## src/rtl/alu_issue_arbiter.sv

```systemverilog
// Round-robin issue arbiter in front of a shared registered ALU, with a tag
// pipeline tracking in-flight ops and a credit-limited response FIFO.
module alu_issue_arbiter #(
  parameter int NUM_REQ    = 4,
  parameter int DATA_W     = 32,
  parameter int OP_W       = 5,
  parameter int ALU_LAT    = 1,
  parameter int FIFO_DEPTH = 4
) (
  input  logic                         clk,
  input  logic                         rst_n,
  input  logic [NUM_REQ-1:0]           req_valid,
  output logic [NUM_REQ-1:0]           req_ready,
  input  logic [NUM_REQ*OP_W-1:0]      req_op,
  input  logic [NUM_REQ*DATA_W-1:0]    req_a,
  input  logic [NUM_REQ*DATA_W-1:0]    req_b,
  output logic [OP_W-1:0]              alu_op,
  output logic [DATA_W-1:0]            alu_in1,
  output logic [DATA_W-1:0]            alu_in2,
  input  logic [DATA_W-1:0]            alu_out,
  output logic                         rsp_valid,
  input  logic                         rsp_ready,
  output logic [$clog2(NUM_REQ)-1:0]   rsp_id,
  output logic [DATA_W-1:0]            rsp_data,
  output logic                         busy
);
  localparam int ID_W  = $clog2(NUM_REQ);
  localparam int CNT_W = $clog2(FIFO_DEPTH + 1);
  localparam int PTR_W = $clog2(FIFO_DEPTH);

  logic [OP_W-1:0]   op_arr [NUM_REQ];
  logic [DATA_W-1:0] a_arr  [NUM_REQ];
  logic [DATA_W-1:0] b_arr  [NUM_REQ];

  logic [ID_W-1:0]   rr_ptr_reg, rr_ptr_next;
  logic [ID_W-1:0]   grant_idx;
  logic              grant_found;
  logic [ID_W:0]     cand;
  logic              credit_ok, issue, push, pop;

  logic [OP_W-1:0]   alu_op_reg;
  logic [DATA_W-1:0] alu_in1_reg, alu_in2_reg;

  logic [ALU_LAT:0]  tag_valid_reg;
  logic [ID_W-1:0]   tag_id_reg [ALU_LAT+1];

  logic [CNT_W-1:0]  inflight_reg, inflight_next;
  logic [CNT_W-1:0]  fifo_count_reg, fifo_count_next;
  logic [PTR_W-1:0]  wr_ptr_reg, rd_ptr_reg;
  logic [DATA_W-1:0] data_mem [FIFO_DEPTH];
  logic [ID_W-1:0]   id_mem   [FIFO_DEPTH];

  for (genvar gi = 0; gi < NUM_REQ; gi++) begin : g_req
    assign op_arr[gi]    = req_op[gi*OP_W +: OP_W];
    assign a_arr[gi]     = req_a[gi*DATA_W +: DATA_W];
    assign b_arr[gi]     = req_b[gi*DATA_W +: DATA_W];
    assign req_ready[gi] = issue && (grant_idx == ID_W'(gi));
  end

  // First valid requester at or after rr_ptr, wrapping modulo NUM_REQ.
  always_comb begin
    grant_found = 1'b0;
    grant_idx   = '0;
    cand        = '0;
    for (int k = 0; k < NUM_REQ; k++) begin
      cand = {1'b0, rr_ptr_reg} + (ID_W+1)'(k);
      if (cand >= (ID_W+1)'(NUM_REQ)) cand = cand - (ID_W+1)'(NUM_REQ);
      if (!grant_found && req_valid[cand[ID_W-1:0]]) begin
        grant_found = 1'b1;
        grant_idx   = cand[ID_W-1:0];
      end
    end
  end

  assign rr_ptr_next = (grant_idx == ID_W'(NUM_REQ - 1)) ? '0 : grant_idx + ID_W'(1);
  assign credit_ok   = ({1'b0, inflight_reg} + {1'b0, fifo_count_reg}) < (CNT_W+1)'(FIFO_DEPTH);
  // Gating with rst_n keeps grants off while reset is held.
  assign issue       = grant_found && credit_ok && rst_n;
  assign push        = tag_valid_reg[ALU_LAT];
  assign pop         = rsp_valid && rsp_ready;

  always_ff @(posedge clk or negedge rst_n) begin
    if (!rst_n) begin
      rr_ptr_reg  <= '0;
      alu_op_reg  <= '0;
      alu_in1_reg <= '0;
      alu_in2_reg <= '0;
    end else if (issue) begin
      rr_ptr_reg  <= rr_ptr_next;
      alu_op_reg  <= op_arr[grant_idx];
      alu_in1_reg <= a_arr[grant_idx];
      alu_in2_reg <= b_arr[grant_idx];
    end
  end

  assign alu_op  = alu_op_reg;
  assign alu_in1 = alu_in1_reg;
  assign alu_in2 = alu_in2_reg;

  always_ff @(posedge clk or negedge rst_n) begin
    if (!rst_n) begin
      tag_valid_reg <= '0;
      for (int s = 0; s <= ALU_LAT; s++) tag_id_reg[s] <= '0;
    end else begin
      tag_valid_reg[0] <= issue;
      tag_id_reg[0]    <= grant_idx;
      for (int s = 1; s <= ALU_LAT; s++) begin
        tag_valid_reg[s] <= tag_valid_reg[s-1];
        tag_id_reg[s]    <= tag_id_reg[s-1];
      end
    end
  end

  always_comb begin
    inflight_next   = inflight_reg;
    fifo_count_next = fifo_count_reg;
    if (issue && !push)      inflight_next = inflight_reg + CNT_W'(1);
    else if (!issue && push) inflight_next = inflight_reg - CNT_W'(1);
    if (push && !pop)        fifo_count_next = fifo_count_reg + CNT_W'(1);
    else if (!push && pop)   fifo_count_next = fifo_count_reg - CNT_W'(1);
  end

  always_ff @(posedge clk or negedge rst_n) begin
    if (!rst_n) begin
      inflight_reg   <= '0;
      fifo_count_reg <= '0;
      wr_ptr_reg     <= '0;
      rd_ptr_reg     <= '0;
    end else begin
      inflight_reg   <= inflight_next;
      fifo_count_reg <= fifo_count_next;
      if (push) wr_ptr_reg <= wr_ptr_reg + PTR_W'(1);
      if (pop)  rd_ptr_reg <= rd_ptr_reg + PTR_W'(1);
    end
  end

  // Storage needs no reset: the head is only exposed while the FIFO is non-empty.
  always_ff @(posedge clk) begin
    if (push) begin
      data_mem[wr_ptr_reg] <= alu_out;
      id_mem[wr_ptr_reg]   <= tag_id_reg[ALU_LAT];
    end
  end

  assign rsp_valid = (fifo_count_reg != '0);
  assign rsp_data  = rsp_valid ? data_mem[rd_ptr_reg] : '0;
  assign rsp_id    = rsp_valid ? id_mem[rd_ptr_reg] : '0;
  assign busy      = (inflight_reg != '0) || rsp_valid;

endmodule

```

## config.mk

```make
export PLATFORM = sky130hd
export DESIGN_NAME = alu_issue_arbiter
export DESIGN_NICKNAME = d
export VERILOG_FILES = /design/src/rtl/alu_issue_arbiter.sv
export SDC_FILE = /design/constraint.sdc
export NUM_CORES = 1
export LEC_CHECK = 0
export CAP_MARGIN = 20
export CORE_AREA = 2 2 163 165
export CTS_CLUSTER_SIZE = 10
export DETAILED_ROUTE_END_ITERATION = 10
export DIE_AREA = 0 0 165 167
export PLACE_DENSITY = 0.77
export SLEW_MARGIN = 20
export SYNTH_ARGS = -nofsm -noshare
export SYNTH_HDL_FRONTEND = slang
export SYNTH_SLANG_ARGS = --single-unit
```

## constraint.sdc

```tcl
create_clock -name clk -period 7.6 [get_ports clk]
set_input_delay 1.14 -clock clk [delete_from_list [all_inputs] [get_ports clk]]
set_output_delay 1.14 -clock clk [all_outputs]
set_load 0.005 [all_outputs]
```

==> out/qor.txt, run 1 <==
Max-cap violations -> 0
Total Power -> 2.73 mW
Core region area -> 25800 um2
Min Hold Slack -> 0.346 ns
Worst r2r path cells -> 9
Skew final -> 0.0224 ns
Fmax -> 200 MHz
Compound-Gate Fraction of Synth Area -> 14.7%
Largest net degree at the start of global routing -> 76
IO Port Bufs -> 423
Post-Layout Cell Count -> 1533
Placed Instances -> 1481
Post-synth top flop -> edfxtp_1
Slew @ Worst Pin -> 0.947 ns
Minimum clock period -> 4.99 ns
Worst Setup Path Type -> input pin to output port
Mapped Nets -> 1101
Endpoints failing hold -> 0
Number of flops mapped to enable cells by yosys -> 136
Worst reg2reg path startpoint -> inflight_reg[2]
Starting Density -> 41.2%
Routed length per instance -> 22.7 um
FF+latch count, synth -> 223
Max incr delay on CP -> 0.68 ns
Initial antenna violation count -> 4
Post-Syn Area -> 10600 um2
Critical path origin -> req_valid[0]
Count of final setup violators -> 0
Depth of the CTS H-tree -> 1
Crit end category -> output port
Maximum buffer depth of the clock tree -> 3
Postcts setup bufs -> 0
Simple-Gate Fraction of Synth Area -> 6.01%
Placer Congestion -> 0.915
Post-CTS Resized -> 0
# hold bufs at CTS -> 0
Finished Core Util -> 61.7%
Arrival @ worst endpoint -> 3.85 ns
Largest family of logic cells by synthesized area -> multiplexers
Multiplexer area fraction after synthesis -> 14.9%
Peak VDD IR -> 0.000143 V
Number of global-route vias before repair -> 8933
Seq/Total Area, Yosys -> 59.1%
Worst path depth -> 7
Adder-cell share of the synthesized area -> 1.79%
Worst setup SP type -> input pin
Hold_sp -> tag_id_reg[3]
WP data required -> 6.46 ns
Min-Delay Path Depth -> 0
Total CTS buffers -> 27
CP most frequent cell -> clkdlybuf4s50_1
DRC errors left -> 0
Syn Area/Cell -> 13.7 um2
Slew HR -> 36.8%
Slew Limit Fails -> 0
Commonest non-fill, non-tap cell in the layout -> clkdlybuf4s50_1
I/O pins -> 424
Total Die Area -> 27600 um2
Async S/R FF share, synth -> 39.0%
CP max stage cell -> buf_4
Delay-heaviest family, CP -> buffers and inverters
FP Rows -> 59
Max FFs per register -> 128
Root Buffer -> clkbuf_16
CTS tree -> built
DP Wirelength -> 24400 um
Synth cell types -> 36
Yosys warning count -> 0
Clk slew on worst S/H paths -> 0.05 ns
Clock Latency Late Sink -> 0.52 ns
Final period util -> 65.6%
CTS Sinks -> 223
Unrepaired setup endpoints after global routing -> false
Vias per cell -> 5.51
First-pass GRT wire length -> 52200 um
Min-delay worst type -> flop to flop
Critical Path, Cell by Cell -> clkdlybuf4s50_1 > or3b_1 > o221ai_4 > buf_4 > ha_1 > and2_1 > clkdlybuf4s50_1
Routed Antenna Nets -> 0
Final net count -> 1504
Power density over the cells -> 172 nW/um2
DRT iter0 DRCs -> 488
Total Routing Usage GR -> 24.7%
XOR/XNOR Fraction of Synth Area -> 0.743%
P&R area growth vs syn -> 49.9%
Die Ht -> 167 um
Crit path max fanout -> 68
Final WL -> 34800 um
Fraction of layout cells with a size suffix above 1 -> 13.2%
Layout filler cell count -> 2020
Setup TNS -> 0 ns
Most frequent cells in the layout -> clkdlybuf4s50_1, a21oi_1, edfxtp_1
DRT Pass-1 Iters -> 5
Cells after synthesis -> 772
Outcome -> complete, no violations
CP Buf/Inv Count -> 3
Die W -> 165 um
Total grt overflow -> 0
LEAKAGE -> 5.76 nW
Vias -> 8440
-- per-layer routing --
metal  global-route usage [%]  routed length, um
met1                     30.4              13300
met2                     40.7              17200
met3                     7.12               2860
met4                     10.4               1480
met5                        0                  0
-- power breakdown --
group / leakage [nW] / internal [mW] / switching, mW
logic: 2.95 / 0.178 / 0.0851
clock network: 0.382 / 0.701 / 0.472
registers: 2.42 / 1.29 / 0.000785
-- per-stage QoR --
step | worst slack [ns] | instance area (um2)
2_1_floorplan | 3.91 | 10600
3_3_place_gp | 2.65 | 15100
3_5_place_dp | 2.61 | 15100
4_1_cts | 2.60 | 15900
5_1_grt | 2.45 | 15900
6_report | 2.61 | 15900
-- Yosys cell counts (all sizes together) (4+ instances only) --
cell	count	area, um2
clkbuf	37	139
xnor2	4	35.0
nor2	71	267
dfrtp	87	2180
o221a	70	788
edfxtp	136	4080
inv	10	37.5
buf	22	125
mux4	34	766
xor2	5	43.8
and2	42	263
ha	12	150
mux2	72	811
nand2	8	32.5
a21oi	141	706
-- layout make-up --
class / instances / area, um2 / area share, %
diodes: 4 / 10.0 / 0.0630
clock buffers: 45 / 753 / 4.74
clock inverters: 3 / 40.0 / 0.252
inverters: 10 / 37.5 / 0.236
multi-input cells: 480 / 4070 / 25.6
flip-flops and latches: 223 / 6260 / 39.4
well taps: 335 / 419 / 2.64
repair buffers: 433 / 4310 / 27.1
-- kinds of logic after synthesis --
family                   Yosys count
buffers and inverters             69
flip-flops                       223
adder cells (fa/ha/maj)           14
AND/OR/NAND/NOR                  132
AO/OA/AOI/OAI                    219
multiplexers                     106
XOR/XNOR                           9
-- final timing paths --
kind,end,slack [ns]
setup / recovery,req_ready[2],2.61
hold / removal,tag_id_reg[1],0.35
max in group asynchronous,tag_id_reg[2],5.86
setup reg to reg,alu_in2[24],3.86
hold reg to reg,tag_id_reg[1],0.35
min in group asynchronous,alu_in2[0],0.60
(Power assumes the default switching activity.)
==> run 2, diff against run 1 <==
--- a/config.mk
+++ b/config.mk
@@ -6,10 +6,10 @@
 export NUM_CORES = 1
 export LEC_CHECK = 0
 export CAP_MARGIN = 20
-export CORE_AREA = 2 2 163 165
+export CORE_AREA = 2 2 166 168
 export CTS_CLUSTER_SIZE = 10
 export DETAILED_ROUTE_END_ITERATION = 10
-export DIE_AREA = 0 0 165 167
+export DIE_AREA = 0 0 168 170
 export PLACE_DENSITY = 0.77
 export SLEW_MARGIN = 20
 export SYNTH_ARGS = -nofsm -noshare
==> constraint.sdc (replaced) <==
create_clock -name clk -period 4.04 [get_ports clk]
set_input_delay 0.606 -clock clk [delete_from_list [all_inputs] [get_ports clk]]
set_output_delay 0.606 -clock clk [all_outputs]
set_load 0.005 [all_outputs]
==> out/qor.txt, run 2 (synthesis gave the netlist of run 1 again) <==
Skew final -> 0.0136 ns (was 0.0224 ns)
Routed Antenna Nets -> 0 (unchanged)
Post-CTS Resized -> 0 (unchanged)
Core region area -> 26700 um2 (was 25800 um2)
Arrival @ worst endpoint -> 2.82 ns (was 3.85 ns)
PnR worst setup slack -> 0.616 ns (was 2.61 ns)
WP data required -> 3.43 ns (was 6.46 ns)
Layout filler cell count -> 2108 (was 2020)
Multi-input gate area -> 4070 um2 (unchanged)
Depth of the CTS H-tree -> 1 (unchanged)
Number of global-route vias before repair -> 8820 (was 8933)
Fmax -> 292 MHz
Placed Instances -> 1488 (was 1481)
Count of final setup violators -> 0 (unchanged)
Peak VDD IR -> 0.000286 V (was 0.000143 V)
Slew Limit Fails -> 0 (unchanged)
P&R area growth vs syn -> 51.0% (was 49.9%)
DRT Pass-1 Iters -> 5 (unchanged)
LEAKAGE -> 5.79 nW (was 5.76 nW)
Vias per cell -> 5.44 (was 5.51)
Starting Density -> 39.8% (was 41.2%)
DP Wirelength -> 24100 um (was 24400 um)
CTS tree -> built (unchanged)
Outcome -> complete, no violations (unchanged)
Total grt overflow -> 0 (unchanged)
Minimum clock period -> 3.42 ns
Slew @ Worst Pin -> 0.947 ns (about the same)
Worst setup SP type -> input pin (unchanged)
Die W -> 168 um (was 165 um)
Clock Latency Late Sink -> 0.53 ns (was 0.52 ns)
FP Rows -> 60 (was 59)
Finished Core Util -> 60.1% (was 61.7%)
# hold bufs at CTS -> 0 (unchanged)
Fraction of layout cells with a size suffix above 1 -> 13.5% (was 13.2%)
Worst r2r path cells -> 8 (was 9)
Slew HR -> 36.9% (was 36.8%)
Placer Congestion -> 0.879 (was 0.915)
Unrepaired setup endpoints after global routing -> false (unchanged)
Initial antenna violation count -> 7 (was 4)
Min-delay worst type -> input pin to async pin (was flop to flop)
Clk slew on worst S/H paths -> 0.06 ns (was 0.05 ns)
FF/Latch Area -> 6260 um2 (unchanged)
Maximum buffer depth of the clock tree -> 3 (unchanged)
Total Routing Usage GR -> 23.4% (was 24.7%)
Die Ht -> 170 um (was 167 um)
Endpoints failing hold -> 0 (unchanged)
Commonest non-fill, non-tap cell in the layout -> clkdlybuf4s50_1 (unchanged)
Setup TNS -> 0 ns (unchanged)
DRC errors left -> 0 (unchanged)
Largest net degree at the start of global routing -> 70 (was 76)
Crit end category -> output port (unchanged)
Total Power -> 5.21 mW (was 2.73 mW)
First-pass GRT wire length -> 51100 um (was 52200 um)
Total CTS buffers -> 27 (unchanged)
CTS Sinks -> 223 (unchanged)
Power density over the cells -> 325 nW/um2 (was 172 nW/um2)
IO Port Bufs -> 423 (unchanged)
Worst Setup Path Type -> input pin to output port (unchanged)
Dpl ws -> 0.642 ns (was 2.61 ns)
Max FFs per register -> 128 (unchanged)
Vias -> 8399 (was 8440)
Crit path max fanout -> 19 (was 68)
Postcts setup bufs -> 0 (unchanged)
Total Die Area -> 28600 um2 (was 27600 um2)
DRT iter0 DRCs -> 659 (was 488)
Routed length per instance -> 22.4 um (was 22.7 um)
Most frequent cells in the layout -> clkdlybuf4s50_1, a21oi_1, edfxtp_1 (unchanged)
Final WL -> 34600 um (was 34800 um)
I/O pins -> 424 (unchanged)
Root Buffer -> clkbuf_16 (unchanged)
Max-cap violations -> 0 (unchanged)
Post-Layout Cell Count -> 1545 (was 1533)
Final net count -> 1505 (was 1504)
Final period util -> 84.7%
[run 2: changes by cell type in the layout (fill, tap and decap cells not counted)]
cell and change:
clkbuf_8 +2, clkinv_2 -2, inv_16 +1, clkbuf_1 -1
clkinvlp_4 +1, buf_4 -3, buf_12 +4, diode_2 +4
[run 2: power by group]
part | switching, mW | internal (mW) | total [mW]
sequential | 0.00155 | 2.43 | 2.43
combinational | 0.159 | 0.336 | 0.495
clock | 0.920 | 1.37 | 2.29
[run 2: area by class of cell]
class,count,area share (%)
sequential,223,39.1
timing repair buffer,434,27.3
multi-input combinational,480,25.4
clock buffer,46,4.85
tap,341,2.66
clock inverter,3,0.359
inverter,10,0.234
antenna,8,0.125
[run 2: critical path, cell delays in order]
cell and delay [ns]:
clkdlybuf4s50_1 0.50, a21o_1 0.21, a21oi_1 0.23, o22a_4 0.37, ha_1 0.25, and2_1 0.15, clkdlybuf4s50_1 0.50
[run 2: worst paths after layout]
kind | from | end | slack [ns]
setup / recovery | req_valid[0] | req_ready[3] | 0.62
hold reg to reg | tag_id_reg[3] | tag_id_reg[1] | 0.34
setup reg to reg | inflight_reg[2] | alu_in1[0] | 1.18
max in group asynchronous | rst_n | rd_ptr_reg[0] | 2.81
hold / removal | rst_n | alu_in2[6] | 0.19
min in group clk | tag_id_reg[3] | tag_id_reg[1] | 0.34
[run 2: per-layer routing]
| layer | global-route usage [%] | vias up | routed length [um] |
|---|---|---|---|
| met5 | 0 | - | 0 |
| met2 | 40.3 | 381 | 17400 |
| met1 | 27.9 | 4147 | 13100 |
| li1 | - | 3805 | - |
| met3 | 6.72 | 66 | 2810 |
| met4 | 8.70 | 0 | 1280 |
[run 2: stage by stage]
| stage | instance area, um2 | hold WS, ns |
|---|---|---|
| 2_1_floorplan | 10600 | 0.310 |
| 3_3_place_gp | 15200 | 0.332 |
| 3_5_place_dp | 15200 | 0.335 |
| 4_1_cts | 16000 | 0.189 |
| 5_1_grt | 16000 | 0.220 |
| 6_report | 16000 | 0.186 |
==> run 3, diff against run 2 <==
--- a/config.mk
+++ b/config.mk
@@ -6,10 +6,10 @@
 export NUM_CORES = 1
 export LEC_CHECK = 0
 export CAP_MARGIN = 20
-export CORE_AREA = 2 2 166 168
+export CORE_AREA = 2 2 163 165
 export CTS_CLUSTER_SIZE = 10
 export DETAILED_ROUTE_END_ITERATION = 10
-export DIE_AREA = 0 0 168 170
+export DIE_AREA = 0 0 165 167
 export PLACE_DENSITY = 0.77
 export SLEW_MARGIN = 20
 export SYNTH_ARGS = -nofsm -noshare
==> constraint.sdc (replaced) <==
create_clock -name clk -period 3.3 [get_ports clk]
set_input_delay 0.495 -clock clk [delete_from_list [all_inputs] [get_ports clk]]
set_output_delay 0.495 -clock clk [all_outputs]
set_load 0.005 [all_outputs]
==> out/qor.txt, run 3 (synthesis gave the netlist of run 1 again) <==
Root Buffer -> clkbuf_16 (unchanged)
Total Power -> 6.15 mW (was 5.21 mW)
Endpoints failing hold -> 0 (unchanged)
Met3 usage -> 6.58% (was 6.72%)
Max-cap violations -> 0 (unchanged)
Net Sw Frac -> 20.6% (was 20.7%)
Placed Instances -> 1491 (was 1488)
Fmax -> 319 MHz
Maximum buffer depth of the clock tree -> 3 (unchanged)
Finished Core Util -> 62.1% (was 60.1%)
Final period util -> 95.0%
Worst setup SP type -> flop (was input pin)
Min-delay worst type -> input pin to async pin (unchanged)
DRT Pass-1 Iters -> 5 (unchanged)
WP data required -> 2.80 ns (was 3.43 ns)
Fraction of layout cells with a size suffix above 1 -> 13.9% (was 13.5%)
CTS Sinks -> 223 (unchanged)
Outcome -> complete, no violations (unchanged)
Final net count -> 1513 (was 1505)
Crit end category -> output port (unchanged)
Routed Antenna Nets -> 0 (unchanged)
Gr busiest metal -> met2 (unchanged)
Worst reg2reg path startpoint -> inflight_reg[2] (unchanged)
FF/Latch Area -> 6260 um2 (unchanged)
Clock Latency Late Sink -> 0.53 ns (about the same)
Die Ht -> 167 um (was 170 um)
Skew final -> 0.0222 ns (was 0.0136 ns)
Core region area -> 25800 um2 (was 26700 um2)
Cell Int Power -> 4.88 mW (was 4.13 mW)
Unrepaired setup endpoints after global routing -> false (unchanged)
Setup TNS -> 0 ns (unchanged)
Post-Layout Cell Count -> 1543 (was 1545)
Slew HR -> 38.1% (was 36.9%)
Final WL -> 34400 um (was 34600 um)
IO Port Bufs -> 423 (unchanged)
Crit path max fanout -> 18 (was 19)
Count of final setup violators -> 0 (unchanged)
Total Routing Usage GR -> 24.4% (was 23.4%)
DRT iter0 DRCs -> 555 (was 659)
Multi-input gate area -> 4080 um2 (was 4070 um2)
Peak VDD IR -> 0.000351 V (was 0.000286 V)
Largest net degree at the start of global routing -> 66 (was 70)
DRC errors left -> 0 (unchanged)
Power share of the clock group -> 41.7% (was 43.9%)
P&R area growth vs syn -> 51.0% (about the same)
Die W -> 165 um (was 168 um)
Routing usage on met1 -> 30.1% (was 27.9%)
Vias per cell -> 5.49 (was 5.44)
Total CTS buffers -> 26 (was 27)
Critical Path, Cell by Cell -> ha_1 > nor4b_2 > nand3_2 > clkinv_4 > and2_1 > clkdlybuf4s50_1 (was clkdlybuf4s50_1 > a21o_1 > a21oi_1 > o22a_4 > ha_1 > and2_1 > clkdlybuf4s50_1)
Minimum clock period -> 3.14 ns
Total grt overflow -> 0 (unchanged)
Power density over the cells -> 384 nW/um2 (was 325 nW/um2)
# hold bufs at CTS -> 0 (unchanged)
Placer Congestion -> 0.938 (was 0.879)
Max FFs per register -> 128 (unchanged)
Max incr delay on CP -> 0.49 ns (was 0.50 ns)
Vias -> 8467 (was 8399)
FP Rows -> 59 (was 60)
Part of the power in combinational logic -> 9.9% (was 9.5%)
Routed length per instance -> 22.3 um (was 22.4 um)
Reg power frac -> 48.4% (was 46.6%)
Slew @ Worst Pin -> 0.929 ns (was 0.947 ns)
Total Die Area -> 27600 um2 (was 28600 um2)
Depth of the CTS H-tree -> 1 (unchanged)
Critical path origin -> inflight_reg[2] (was req_valid[0])
Net switching power figure -> 1.27 mW (was 1.08 mW)
Arrival @ worst endpoint -> 2.64 ns (was 2.82 ns)
Number of global-route vias before repair -> 8987 (was 8820)
Slew Limit Fails -> 0 (unchanged)
First-pass GRT wire length -> 51400 um (was 51100 um)
Commonest non-fill, non-tap cell in the layout -> clkdlybuf4s50_1 (unchanged)
Most frequent cells in the layout -> clkdlybuf4s50_1, a21oi_1, edfxtp_1 (unchanged)
Starting Density -> 41.2% (was 39.8%)
DP Wirelength -> 24700 um (was 24100 um)
Clk slew on worst S/H paths -> 0.05 ns (was 0.06 ns)
CP max stage cell -> clkdlybuf4s50_1 (unchanged)
LEAKAGE -> 5.80 nW (was 5.79 nW)
Met2 usage -> 41.1% (was 40.3%)
Worst Setup Path Type -> flop to output port (was input pin to output port)
Layout filler cell count -> 1981 (was 2108)
I/O pins -> 424 (unchanged)
Initial antenna violation count -> 4 (was 7)
CTS tree -> built (unchanged)
## run 3: changes by cell type in the layout (fill, tap and decap cells not counted), moves of 2 or more
cell | before | now
diode_2 | 8 | 5
clkbuf_8 | 3 | 1
clkbuf_1 | 16 | 19
buf_4 | 8 | 16
## run 3: area by class of cell
| cell class | count | area share [%] |
|---|---|---|
| diodes | 5 | 0.0781 |
| clock buffers | 46 | 4.60 |
| clock inverters | 1 | 0.102 |
| inverters | 10 | 0.266 |
| multi-input cells | 480 | 25.5 |
| flip-flops and latches | 223 | 39.1 |
| well taps | 335 | 2.62 |
| repair buffers | 443 | 27.8 |
## run 3: final timing paths
check / end / slack, ns / depth (start not counted)
setup / recovery: req_ready[2] / 0.16 / 6
hold / removal: inflight_reg[0] / 0.06 / 2
setup reg to reg: alu_in2[19] / 0.63 / 8
hold reg to reg: tag_valid_reg[1] / 0.35 / 0
max in group asynchronous: rr_ptr_reg[1] / 2.15 / 3
min in group clk: tag_valid_reg[1] / 0.35 / 0
## run 3: power by group through the flow
| stage | clock [mW] | sequential, mW | combinational, mW |
|---|---|---|---|
| 5_1_grt | 2.74 | 2.97 | 0.651 |
| 2_1_floorplan | 0 | 3.03 | 0.141 |
| 4_1_cts | 2.63 | 2.97 | 0.609 |
| 3_5_place_dp | 0 | 3.03 | 0.607 |
| 3_3_place_gp | 0 | 3.03 | 0.599 |
| 6_report | 2.57 | 2.97 | 0.608 |
## run 3: worst max-delay path: cells and delay by family (launching register included)
kind                     cells  cell delay, ns
flip-flops                   1            0.40
buffers and inverters        2            0.66
AND/OR/NAND/NOR              3            0.74
adder cells (fa/ha/maj)      1            0.31
## run 3: what timing repair did
action	in CTS	in global routing
setup buffers	0	0
endpoints found under the setup margin	4	4
gates resized for setup	2	2
## run 3: through the flow
stage | area [um2] | setup slack, ns | hold slack, ns
after floorplan | 10600 | 0.434 | 0.199
after global placement | 15200 | 0.249 | 0.332
after detailed placement | 15200 | 0.213 | 0.335
after CTS | 16000 | 0.0106 | 0.0718
after global routing | 16000 | 0.0327 | 0.105
final | 16000 | 0.164 | 0.0604
## run 3: layer usage
layer  up-vias  part of all wire [%]
met5         -                     0
met4         0                   3.7
met3        72                   8.0
met2       371                    50
met1      4209                    39
li1       3815                     -
